## src/rtl/div_unit.sv

```systemverilog
// Iterative radix-2 restoring divider for MIPS DIV/DIVU in the execute stage.
// Produces {remainder, quotient} for the HI/LO write and a busy stall request.
module div_unit #(
  parameter int unsigned WIDTH = 32
) (
  input  logic               clk,
  input  logic               rst,
  input  logic               start,
  input  logic               signed_div,
  input  logic               annul,
  input  logic [WIDTH-1:0]   dividend,
  input  logic [WIDTH-1:0]   divisor,
  output logic [2*WIDTH-1:0] result,
  output logic               ready,
  output logic               busy
);

  localparam int unsigned CW = (WIDTH > 1) ? $clog2(WIDTH) : 1;
  localparam logic [CW-1:0] LAST_ITER = CW'(WIDTH - 1);

  typedef enum logic [1:0] {
    S_IDLE,
    S_ON,
    S_DIVZERO,
    S_END
  } state_t;

  state_t             state_q, state_d;
  logic [WIDTH:0]     rem_q, rem_d;
  logic [WIDTH-1:0]   quot_q, quot_d;
  logic [WIDTH-1:0]   dvs_q, dvs_d;
  logic [CW-1:0]      cnt_q, cnt_d;
  logic               qneg_q, qneg_d;
  logic               rneg_q, rneg_d;
  logic [2*WIDTH-1:0] result_q, result_d;

  // Operand magnitudes; the most negative value maps onto itself and is
  // then treated as an unsigned magnitude.
  logic [WIDTH-1:0] a_mag, b_mag;
  assign a_mag = (signed_div && dividend[WIDTH-1]) ? -dividend : dividend;
  assign b_mag = (signed_div && divisor[WIDTH-1])  ? -divisor  : divisor;

  // One shift-subtract step; quot_q doubles as the dividend shift register,
  // its MSB feeding the partial remainder while quotient bits enter at the LSB.
  logic [WIDTH:0]   rem_sh, rem_sub, it_rem;
  logic [WIDTH-1:0] it_quot, q_fin, r_fin;
  logic             rem_ge;

  // Iteration datapath and sign fix-up of the final iteration's values.
  always_comb begin
    rem_sh  = {rem_q[WIDTH-1:0], quot_q[WIDTH-1]};
    rem_sub = rem_sh - {1'b0, dvs_q};
    rem_ge  = rem_q[WIDTH] | (rem_sh >= {1'b0, dvs_q});
    it_rem  = rem_ge ? rem_sub : rem_sh;
    it_quot = {quot_q[WIDTH-2:0], rem_ge};
    q_fin   = qneg_q ? -it_quot : it_quot;
    r_fin   = rneg_q ? -it_rem[WIDTH-1:0] : it_rem[WIDTH-1:0];
  end

  // Next-state logic for the FSM and the datapath registers.
  always_comb begin
    state_d  = state_q;
    rem_d    = rem_q;
    quot_d   = quot_q;
    dvs_d    = dvs_q;
    cnt_d    = cnt_q;
    qneg_d   = qneg_q;
    rneg_d   = rneg_q;
    result_d = result_q;
    unique case (state_q)
      S_IDLE: begin
        if (start && !annul) begin
          cnt_d = '0;
          rem_d = '0;
          if (divisor == '0) begin
            state_d = S_DIVZERO;
          end else begin
            state_d = S_ON;
            quot_d  = a_mag;
            dvs_d   = b_mag;
            qneg_d  = signed_div & (dividend[WIDTH-1] ^ divisor[WIDTH-1]);
            rneg_d  = signed_div & dividend[WIDTH-1];
          end
        end
      end
      S_ON: begin
        if (annul) begin
          state_d = S_IDLE;
        end else begin
          rem_d  = it_rem;
          quot_d = it_quot;
          cnt_d  = cnt_q + 1'b1;
          if (cnt_q == LAST_ITER) begin
            state_d  = S_END;
            result_d = {r_fin, q_fin};
          end
        end
      end
      S_DIVZERO: begin
        if (annul) begin
          state_d = S_IDLE;
        end else begin
          state_d  = S_END;
          result_d = '0;
        end
      end
      S_END: begin
        state_d = S_IDLE;
      end
      default: begin
        state_d = S_IDLE;
      end
    endcase
  end

  // State and datapath registers with synchronous reset.
  always_ff @(posedge clk) begin
    if (rst) begin
      state_q  <= S_IDLE;
      rem_q    <= '0;
      quot_q   <= '0;
      dvs_q    <= '0;
      cnt_q    <= '0;
      qneg_q   <= 1'b0;
      rneg_q   <= 1'b0;
      result_q <= '0;
    end else begin
      state_q  <= state_d;
      rem_q    <= rem_d;
      quot_q   <= quot_d;
      dvs_q    <= dvs_d;
      cnt_q    <= cnt_d;
      qneg_q   <= qneg_d;
      rneg_q   <= rneg_d;
      result_q <= result_d;
    end
  end

  // ready is suppressed by an annul arriving in the END cycle.
  assign ready  = (state_q == S_END) && !annul;
  assign busy   = (state_q != S_IDLE);
  assign result = result_q;

endmodule

```

## config.mk

```make
export PLATFORM = sky130hd
export DESIGN_NAME = div_unit
export DESIGN_NICKNAME = d
export VERILOG_FILES = /design/src/rtl/div_unit.sv
export SDC_FILE = /design/constraint.sdc
export NUM_CORES = 1
export LEC_CHECK = 0
export ABC_AREA = 1
export CORE_UTILIZATION = 50
export CTS_CLUSTER_SIZE = 16
export DETAILED_ROUTE_END_ITERATION = 10
export PLACE_DENSITY = 0.7
export SETUP_SLACK_MARGIN = 0.02
export SLEW_MARGIN = 30
export SYNTH_ARGS = -nofsm -noshare
export SYNTH_HDL_FRONTEND = slang
export SYNTH_SLANG_ARGS = --single-unit
```

## constraint.sdc

```tcl
create_clock -name clk -period 6.1 [get_ports clk]
set_clock_uncertainty 0.05 [all_clocks]
set_input_delay 1.22 -clock clk [delete_from_list [all_inputs] [get_ports clk]]
set_output_delay 1.22 -clock clk [all_outputs]
set_load 0.05 [all_outputs]
```

==> flow_summary_export.csv <==
group,metric,value,unit
outcome,outcome,"complete, no violations",
final_layout,drive_gt1_share,6.56,%
final_layout,multi_input_area,8120,µm²
clock_network,insertion_delay,0.45,ns
sta,tightestPinTransition,0.951,ns
pwr,power_density,459,nW/µm²
sta,min_period_over_period,73.8,%
placed_design,port_buffers,134,
final_layout,fill_cells,2510,
placed_design,hpwl,32000,µm
hold_path,hp-class,"flip-flop to flip-flop",
floorplanning,die_w,163,µm
setup_path,cp_slowest_stage_delay,0.46,ns
placed_design,gp_congestion,0.947,
yosys,synth_seq_area_share,26.2,%
pwr,peakVddDrop,407,µV
sta,report.final.slew_viol_count,0,
clock_network,ctsHoldBuffers,0,
yosys,synth_nets,2237,
grt,grt_usage,31.6,%
clock_network,htree_num_levels,4,
sta,tns,0,ns
drt,via_per_inst,5.38,
clock_network,cts_resized,0,
yosys,synth_area,13000,µm²
final_layout,syn_to_final_growth,15.8,%
floorplanning,die_area,26600,µm²
drt,avgRoutedWirePerCell,16.2,µm
final_layout,nNetsFinal,2324,
yosys,ys_ff_latch,170,
final_layout,postLayoutCellArea,15000,µm²
yosys,async_flop_share,0,%
placed_design,placed_area,14400,µm²
drt,dr.pass1.iters,6,
drt,final_antenna_net_count,0,
floorplanning,die_h,163,µm
sta,finalHoldViolations,0,
floorplanning,initial_core_util,51.2,%
clock_network,clock_sink_count,170,
setup_path,cp_max_fo,4,
yosys,synth_cell_types,56,
clock_network,cts_buffer_depth,2,
sta,final-setup-viol-count,0,
grt,gr-total-overflow,0,
final_layout,fin_cells,2554,
final_layout,register_area,3400,µm²
yosys,synth_edf_count,0,
sta,max_freq,222,MHz
grt,antenna_found_initial,0,
grt,grt_max_degree,90,
clock_network,cts_buffers,17,
sta,fin_crit,4.50,ns
yosys,synthCells,2124,
drt,postRouteWirelength,41300,µm
setup_path,path_cells,"ha_1 > nand2_1 > nand2_1 > inv_1 > nand2_1 > clkinv_1 > nand3_2 > nand2_2 > nand3_4 > a21oi_1 > ha_1 > nand3_1 > nor3_1 > nand3_1 > nor3_2 > nand3_1 > o21ai_1 > nand2_1 > nor2_1 > o21ai_1 > a21oi_1 > or2_1 > nand3_1 > a21oi_1",
floorplanning,rows,58,
clock_network,cts-root-buf,"clkbuf_16",
clock_network,path_clk_slew,0.08,ns
floorplanning,fp.coreArea,25300,µm²
setup_path,critPathArrivalTime,4.81,ns
clock_network,cts_setup_buffers,0,
setup_path,worstPathRequired,6.41,ns
floorplanning,ios,135,
flow_run,maxCapViolations,0,
setup_path,r2r_slack,1.60,ns
pwr,p_leak,6.91,nW
final_layout,diodes,0,
drt,drcViolationCount,0,
grt,grt_pass1_wl,65900,µm
drt,drtIter0Drc,1234,
drt,vias,13732,
pwr,finalPower,6.90,mW
sta,slew_headroom,36.6,%
setup_path,slowest_stage,"dfxtp_1",
yosys,syn_area_per_cell,6.11,µm²
clock_network,cts_tree,"yes",
grt,grt_pass1_vias,12531,
yosys,ys_warn_count,0,
setup_path,worst_setup_path_end_kind,"flip-flop",
yosys,synth_flop_cell,"dfxtp_1",
sta,rsz0062_at_grt,"false",
setup_path,path_class,"flip-flop to flip-flop",
placed_design,dp.cells,2522,
setup_path,critPathLaunchType,"flip-flop",
==> placed cells by master (no fill, tap or decap), drive strengths merged, types with 10 or more instances in the layout <==
master	instances
nand3b	13
a21oi	219
xnor2	27
nor3	31
nand2	665
xor2	47
clkdlybuf4s50	133
nor4	11
dfxtp	170
o211ai	14
inv	289
nor2	177
clkbuf	18
nand3	131
or2	10
nand4	28
a31oi	11
buf	12
ha	43
o21ai	137
==> registers in the layout (all words and copies together), names as in the netlist <==
name and count:
rneg_q 1, result 64, quot_q 32, qneg_q 1
dvs_q 32, rem_q 33, state_q 2, cnt_q 5
==> per-layer routing <==
metal  global-route usage, %  up-vias  wire length [µm]
met5                       0        -                 0
met4                    11.4        0              1170
met2                    51.3      423             18800
met1                    43.0     6238             19200
li1                        -     7000                 -
met3                    3.56       71              2170
==> final cells by class <==
class                           instances  share of cell area, %
Multi-Input combinational cell       1595                   54.1
Clock buffer                           18                   2.92
Clock inverter                         14                   1.11
Sequential cell                       170                   22.7
Tap cell                              330                   2.75
Inverter                              282                   7.05
Timing Repair Buffer                  145                   9.46
==> power breakdown <==
group          total, mW  internal (mW)  switching, mW  leakage (nW)
clock               1.13          0.599          0.535         0.297
sequential          1.45           1.30          0.157          1.38
combinational       4.31           1.32           2.99          5.24
total               6.90           3.21           3.68          6.91
==> cells in the mapped netlist (9+ instances only) <==
cell type,count,area (µm²)
xor2_1,47,412
clkbuf_1,57,214
nand3b_1,13,97.6
dfxtp_1,170,3400
nand3_1,119,596
nor3_1,28,140
or2_2,9,56.3
a31oi_1,11,68.8
xnor2_1,27,236
nand4_1,28,175
a21oi_1,215,1080
nand2_2,29,181
o211ai_1,14,105
o21ai_0,125,626
ha_1,43,538
nand3_2,11,110
inv_2,10,37.5
nand2_1,633,2380
nor4_1,10,62.6
nor2_1,158,593
nor2_2,15,93.8
inv_1,270,1010
==> metrics by stage <==
stage               setup slack (ns)  utilization [%]  hold slack (ns)
CTS                             1.69             59.3            0.419
global placement                1.41             56.9            0.403
floorplan                       2.49                -            0.380
detailed placement              1.30             56.9            0.406
finish                          1.60             59.3            0.414
global route                    1.11             59.3            0.429
==> worst paths after layout <==
path / from / depth (start not counted) / endpoint
max reg2reg: rem_q[7] / 24 / result[30]
max: rem_q[7] / 24 / result[30]
min reg2reg: result[14] / 2 / result[14]
min: result[14] / 2 / result[14]
==> critical path, delay by kind of cell, from the launching register on <==
kind / cells / cell delay (ns)
and+or+nand+nor: 15 / 2.25
AOI/OAI and AO/OA: 5 / 0.93
adders and majority gates: 2 / 0.56
DFF: 1 / 0.46
buffers and inverters: 2 / 0.14
==> kinds of logic after synthesis <==
group | synth area share [%]
compound gates | 17.0
flops | 26.2
buf+inv | 11.2
simple gates | 36.3
xor+xnor | 5.00
fa+ha+maj | 4.30
Note: power is estimated with default switching activity, not from simulation.
